$ cat src/rtl/hazard_ctrl.sv
// Pipeline sequencing unit: arbitrates memory wait, load-use and redirect hazards,
// keeps saturating stall/flush counters and a memory-wait watchdog.
module hazard_ctrl #(
  parameter int unsigned CNT_W   = 16,
  parameter int unsigned TIMEOUT = 255
) (
  input  logic             clk_i,
  input  logic             rst_i,
  input  logic [4:0]       id_rs_i,
  input  logic [4:0]       id_rt_i,
  input  logic             ex_memread_i,
  input  logic [4:0]       ex_rt_i,
  input  logic             branch_taken_i,
  input  logic             jump_i,
  input  logic             mem_req_i,
  input  logic             mem_ack_i,
  output logic             pc_write_o,
  output logic             ifid_hd_o,
  output logic             ifid_flush_o,
  output logic             idex_bubble_o,
  output logic             exmem_stall_o,
  output logic [1:0]       state_o,
  output logic [CNT_W-1:0] stall_cnt_o,
  output logic [CNT_W-1:0] flush_cnt_o,
  output logic             err_o
);

  localparam int unsigned WaitW = (TIMEOUT < 2) ? 1 : $clog2(TIMEOUT + 1);
  localparam logic [WaitW-1:0] WaitLast = WaitW'(TIMEOUT - 1);

  typedef enum logic [1:0] {
    StRun     = 2'd0,
    StMemWait = 2'd1,
    StErr     = 2'd2
  } state_e;

  state_e           state_q, state_d;
  logic [WaitW-1:0] wait_q, wait_d;
  logic             err_q, err_d;
  logic [CNT_W-1:0] stall_cnt_q, stall_cnt_d;
  logic [CNT_W-1:0] flush_cnt_q, flush_cnt_d;

  logic lu, rd, mm, freeze;

  assign lu = ex_memread_i && (ex_rt_i != 5'd0) &&
              ((ex_rt_i == id_rs_i) || (ex_rt_i == id_rt_i));
  assign rd = branch_taken_i | jump_i;
  assign mm = mem_req_i & ~mem_ack_i;
  // ERR ignores the memory interface entirely
  assign freeze = ((state_q == StMemWait) && !mem_ack_i) || ((state_q == StRun) && mm);

  always_comb begin
    pc_write_o    = 1'b1;
    ifid_hd_o     = 1'b0;
    ifid_flush_o  = 1'b0;
    idex_bubble_o = 1'b0;
    exmem_stall_o = 1'b0;
    if (rst_i) begin
      // Fill the pipe with NOPs while reset is held
      pc_write_o    = 1'b0;
      ifid_flush_o  = 1'b1;
      idex_bubble_o = 1'b1;
    end else if (freeze) begin
      pc_write_o    = 1'b0;
      ifid_hd_o     = 1'b1;
      exmem_stall_o = 1'b1;
    end else if (lu) begin
      pc_write_o    = 1'b0;
      ifid_hd_o     = 1'b1;
      idex_bubble_o = 1'b1;
    end else if (rd) begin
      ifid_flush_o  = 1'b1;
    end
  end

  always_comb begin
    state_d = state_q;
    wait_d  = wait_q;
    err_d   = err_q;
    case (state_q)
      StRun: begin
        if (mm) begin
          state_d = StMemWait;
          wait_d  = '0;
        end
      end
      StMemWait: begin
        if (mem_ack_i) begin
          state_d = StRun;
        end else if (wait_q == WaitLast) begin
          state_d = StErr;
          err_d   = 1'b1;
        end else begin
          wait_d = wait_q + WaitW'(1);
        end
      end
      StErr:   state_d = StErr;
      default: state_d = StRun;
    endcase
  end

  always_comb begin
    stall_cnt_d = stall_cnt_q;
    flush_cnt_d = flush_cnt_q;
    if (!pc_write_o && (stall_cnt_q != '1)) stall_cnt_d = stall_cnt_q + CNT_W'(1);
    if (ifid_flush_o && (flush_cnt_q != '1)) flush_cnt_d = flush_cnt_q + CNT_W'(1);
  end

  always_ff @(posedge clk_i or posedge rst_i) begin
    if (rst_i) begin
      state_q     <= StRun;
      wait_q      <= '0;
      err_q       <= 1'b0;
      stall_cnt_q <= '0;
      flush_cnt_q <= '0;
    end else begin
      state_q     <= state_d;
      wait_q      <= wait_d;
      err_q       <= err_d;
      stall_cnt_q <= stall_cnt_d;
      flush_cnt_q <= flush_cnt_d;
    end
  end

  assign state_o     = state_q;
  assign err_o       = err_q;
  assign stall_cnt_o = stall_cnt_q;
  assign flush_cnt_o = flush_cnt_q;

endmodule
$ cat config.mk
export PLATFORM = sky130hd
export DESIGN_NAME = hazard_ctrl
export DESIGN_NICKNAME = d
export VERILOG_FILES = /design/src/rtl/hazard_ctrl.sv
export SDC_FILE = /design/constraint.sdc
export NUM_CORES = 1
export LEC_CHECK = 0
export CAP_MARGIN = 15
export CORE_ASPECT_RATIO = 1.4
export CORE_MARGIN = 4
export CORE_UTILIZATION = 48
export DETAILED_ROUTE_END_ITERATION = 8
export GPL_TIMING_DRIVEN = 0
export PLACE_DENSITY = 0.79
export SYNTH_ARGS = -nofsm -noshare
export SYNTH_HDL_FRONTEND = slang
export SYNTH_SLANG_ARGS = --single-unit
export TNS_END_PERCENT = 50
$ cat constraint.sdc
create_clock -name clk_i -period 2.99 [get_ports clk_i]
set_input_delay 0.598 -clock clk_i [delete_from_list [all_inputs] [get_ports clk_i]]
set_output_delay 0.598 -clock clk_i [all_outputs]
set_load 0.005 [all_outputs]
=== Word-level counts from Yosys, hierarchy flattened ===
Cells that the tools add are included.

* $add $sub $neg: 3
* Equal/unequal tests: 11
* Multiplexer cells: 22
* Bitwise logic cells: 3
* Reductions and logical operators: 16

{| class="wikitable"
|+ Operators by type and width
! operator !! number
|-
| adder 16 x 1 -> 16 bit (second input constant) || 2
|-
| != test 16 bit (second input constant) || 2
|-
| two-way mux 8 bit || 3
|-
| one-hot mux 8 bit (2 select lines) || 1
|-
| two-way mux 1 bit || 14
|-
| equality test 5 bit || 2
|-
| adder 8 x 1 -> 8 bit (second input constant) || 1
|-
| equality test 8 bit (second input constant) || 1
|-
| logical AND 1 bit || 6
|-
| two-way mux 2 bit || 3
|-
| != test 2 bit (second input constant) || 3
|-
| one-hot mux 2 bit (3 select lines) || 1
|-
| nonzero test 5 bit || 1
|-
| AND reduction 4 bit || 1
|-
| != test 3 x 2 -> 1 bit (second input constant) || 1
|-
| AND reduction 3 bit || 1
|-
| equality test 2 x 1 -> 1 bit (second input constant) || 1
|-
| equality test 2 bit (second input constant) || 1
|-
| logical NOT 1 bit || 2
|-
| logical NOT 2 bit || 1
|-
| logical OR 1 bit || 2
|-
| AND reduction 2 bit || 1
|-
| nonzero test 2 bit || 1
|-
| AND 1 bit || 1
|-
| 2 further kinds || 2
|}

* Register bits after elaboration: 43
* Output and inout bits: 40

=== Depth between registers and ports, before layout ===
* Word-level depth: 8
* Depth in mapped cells: 9
* Mapped depth without buffers: 8

=== Worst setup path after synthesis ===
OpenSTA, ideal clock, no wires.

* Path type: input -> register
* Start point: input port rst_i
* End point: register stall_cnt_q[1], in the netlist stall_cnt_o[1]
* Library setup time: 0.127 ns
* Arrival: 2.600 ns
* Slack: 0.262 ns
* Stages: 6
* Path through: inv_1 o31ai_2 o32a_1 o21ai_2 buf_6 mux2_1

* Cells in the longest elaborated chain, start to end: 3

{| class="wikitable"
|+ RTL lines
! item !! RTL line !! source
|-
| start, declared || 8 || <nowiki>input logic rst_i,</nowiki>
|-
| two-way mux 1 bit || 58 || <nowiki>if (rst_i) begin</nowiki>
|-
| logical NOT 1 bit || 105 || <nowiki>if (!pc_write_o && (stall_cnt_q != '1)) stall_cnt_d = stall_cnt_q + CNT_W'(1);</nowiki>
|-
| logical AND 1 bit || 105 ||
|-
| end signal, assigned || 120 || <nowiki>stall_cnt_q <= stall_cnt_d;</nowiki>
|-
| end, declared || 40 || <nowiki>logic [CNT_W-1:0] stall_cnt_q, stall_cnt_d;</nowiki>
|}

Every way passes these cells.
A chain may end at the register's enable or synchronous reset.

=== Final worst setup path ===
* Start point: input port id_rt_i[4]
* End point: output port ifid_flush_o

* Cells in the longest elaborated chain, start to end: 6

{| class="wikitable"
|+ RTL lines
! item !! RTL line !! source
|-
| start, declared || 10 || <nowiki>input logic [4:0] id_rt_i,</nowiki>
|-
| equality test 5 bit || 46 || <nowiki>((ex_rt_i == id_rs_i) || (ex_rt_i == id_rt_i));</nowiki>
|-
| logical OR 1 bit || 46 ||
|-
| logical AND 1 bit || 45 || <nowiki>assign lu = ex_memread_i && (ex_rt_i != 5'd0) &&</nowiki>
|-
| two-way mux 1 bit || 67 || <nowiki>end else if (lu) begin</nowiki>
|-
| two-way mux 1 bit || 63 || <nowiki>end else if (freeze) begin</nowiki>
|-
| two-way mux 1 bit || 58 ||
|-
| end, declared || 19 || <nowiki>output logic ifid_flush_o,</nowiki>
|}

Every way passes these cells.

==> metrics <==
worst path cell trace=clkdlybuf4s50_1 -> xnor2_1 -> nand3_1 -> o22ai_4 -> buf_6 -> a21boi_2 -> buf_6 -> or2_2 -> dlygate4sd2_1; Fin. Hold Viols=0; die width=around 66 microns; largest net degree at the start of global routing=26; Synth cell types=40; total grt overflow=0; PnR Total Power=0.001727 W; I/O Pins=62; vias post-DR=1924; CP required=2.39 ns; syn avg cell area=10.38 sq um; number of buffers and inverters on the critical path=4; most frequent cells in the layout=50 x clkdlybuf4s50_1, 43 x dfrtp_1, 28 x xnor2_1; Synth Area in Compound Gates=9.735%; slew margin rel.=61.02%; Power Density=550.7 nW/um^2; first-pass GRT wire length=8.666 mm; CP most frequent cell=buf_6; routed len/inst=14.71 microns; Hold WC Path Type=reg2reg; commonest non-fill, non-tap cell in the layout=clkdlybuf4s50_1; post-layout min period=2.990 ns; placed cells=roughly 340; Fin Setup TNS=-0.0003364 ns; Yosys reg bits=43; Ys Warns=0; Clock Latency Late Sink=0.29 ns; core area=4536 sq um; initial antenna violation count=0; Hold Path Origin=err_o; Synth Cell Area=between 2000 and 2500 sq um; Max Cap Violations=0; hold worst-path end=err_o; failing checks=setup timing; # setup viols final=1; worst-case reg-to-reg path depth=8; crit path DAT=2.39 ns; Yosys top cell by area=dfrtp_1; Cells after Synth=218; vias in the first global route=1883; All-Layer GR Usage=between 10% and 20%; worst-path maximum fanout=2; syn nets=about 240; number of enable-type register cells in the synthesized netlist=0; outcome=complete, but fails checks; CP endpoint kind=output pin; post-synthesis adder-cell area fraction=2.212%; Crit-path slowest cell=clkdlybuf4s50_1; clk sinks=43; Worst Slack Setup Final=-0.0003364 ns; Post-Layout Cell Count=roughly 360; Max clock buf depth=2; Initial Util=49.88%; Crit Path Class=in2out; layout filler cell count=387; Peak VDD IR=0.4186 mV; RSZ-0062 raised after global routing=yes; startpoint types=input pin; Synth-to-Final Area Change=38.61%; # DRC=0; worst-margin pin slew=0.5765 ns; Die Y=89.23 microns; period utilization=100.0%; ANT nets after route=0; static leakage=1.371 nW; CTS Buf Count=5; die area=approximately 5900 sq um; sequential-to-total area share from yosys stat=47.57%; Initial DRC Count=102; Slew Limit Fails=0; Detailed Route WL=5.221 mm; Max Fclk=334.4 MHz; Synth area leaders=dfrtp_1 48%, xnor2_1 11%, xor2_1 5.8%; H-tree Lvls=2; drt pass-1 iters=4; ant diodes=0; Final Core Density=69.13%; layout net count=320; CTS tree=done; FF-to-FF End=stall_cnt_o[1]; worst hold path depth=1; main combinational cell family by area after synthesis=simple AND/OR/NAND/NOR gates; Worst Skew=0.004026 ns; multiplexer area fraction after synthesis=1.991%; Yosys top cell area share=a little under half; Post-Synth Simple-Gate Area=19.36%; ys flop type=dfrtp_1; reg-to-reg setup timing slack=0.73 ns; num rows=29; worst hold slack=0.4738 ns; count of input and output buffers=61; RD Place Congestion=0.7635; share of cells above drive strength 1=9.898%; CP top delay family=buffers and inverters; max incr delay on CP=between 0.4 and 0.5 ns; DR vias/cell=5.420; worst r2r src=stall_cnt_o[0]; xor-xnor portion of the synthesized cell area=16.65%; Synth async-reset ratio=100.0%; clock tree root driver cell=clkbuf_8; Post-DP HPWL=3.771 mm; Clock transition at path regs=0.07 ns
[registers in the layout, indices dropped and copies added (netlist names)]
register     flops
flush_cnt_o     16
wait_q           8
stall_cnt_o     16
state_o          2
err_o            1
[logic make-up (layout without fill, tap and decap cells)]
group	Yosys count	count (layout)
muxes	4	4
and+or+nand+nor	83	83
DFF	43	43
adders and majority gates	4	4
buffers and inverters	12	87
xor gates and xnor gates	43	43
AOI/OAI and AO/OA	29	29
[area by class of cell]
cell class                 instances  area (sq um)  share of cell area [%]
sequential                        43          1076                   34.32
timing repair inverter             1         6.256                  0.1995
tap                               62         77.57                   2.474
timing repair buffer              68         681.9                   21.75
clock buffer                       6         72.57                   2.314
inverter                           6         36.28                   1.157
multi-input combinational        163          1147                   36.59
buffer                             6         37.54                   1.197
[report_power, final]
part / internal [W] / switching (W)
registers: 0.000696 / 0.000129
clock network: 0.000156 / 0.000173
logic: 0.000351 / 0.000223
total: 0.00120 / 0.000524
[cell usage after synthesis, drive strengths merged, types with 2 or more instances]
master and n:
o2111ai 5, xor2 15, ha 4, mux2 4, o21ai 8, nand3 14, nor2 16, clkbuf 2
buf 4, dfrtp 43, or3 2, nor4b 2, and3 9, a21oi 4, inv 6, o211ai 5
nor4 2, o32a 2, and4 3, nand2b 2, xnor2 28, nand4 7, or2 2, nand2 14
nor3 7
[metrics by stage]
stage,area [sq um],worst slack (ns)
detailed placement,2978,-0.5074
floorplan,2262,0.2624
global route,3136,-0.05239
finish,3136,-0.0003364
global placement,2950,-1.240
CTS,3114,0.004716
[repair_timing]
item	4_1_cts	5_1_grt
endpoints found under the setup margin	4	2
gates cloned	1	0
gates resized for setup	17	3
hold buffers	0	0
setup buffers	4	1
pin swaps	3	2
[per-layer routing]
layer | vias to the layer above | GRT usage, % | part of all wire (%)
li1 | 928 | - | -
met4 | 0 | 5.545 | 1.2
met2 | 48 | 32.85 | 52
met1 | 942 | 23.50 | 41
met3 | 6 | 3.899 | 5.1
met5 | - | 0 | 0
[worst max path at each step]
| stage | slack (ns) | cells after the start | to | start |
|---|---|---|---|---|
| after CTS | 0.005 | 7 | idex_bubble_o | ex_rt_i[1] |
| after detailed placement | -0.51 | 7 | ifid_flush_o | ex_rt_i[1] |
| after global routing | -0.05 | 9 | ifid_flush_o | id_rs_i[2] |
| final | -0.0003 | 9 | ifid_flush_o | id_rt_i[4] |
| after global placement | -1.24 | 5 | pc_write_o | rst_i |
| after floorplan | 0.26 | 6 | stall_cnt_o[1] | rst_i |
No activity file was read; power rests on OpenSTA's default activity.
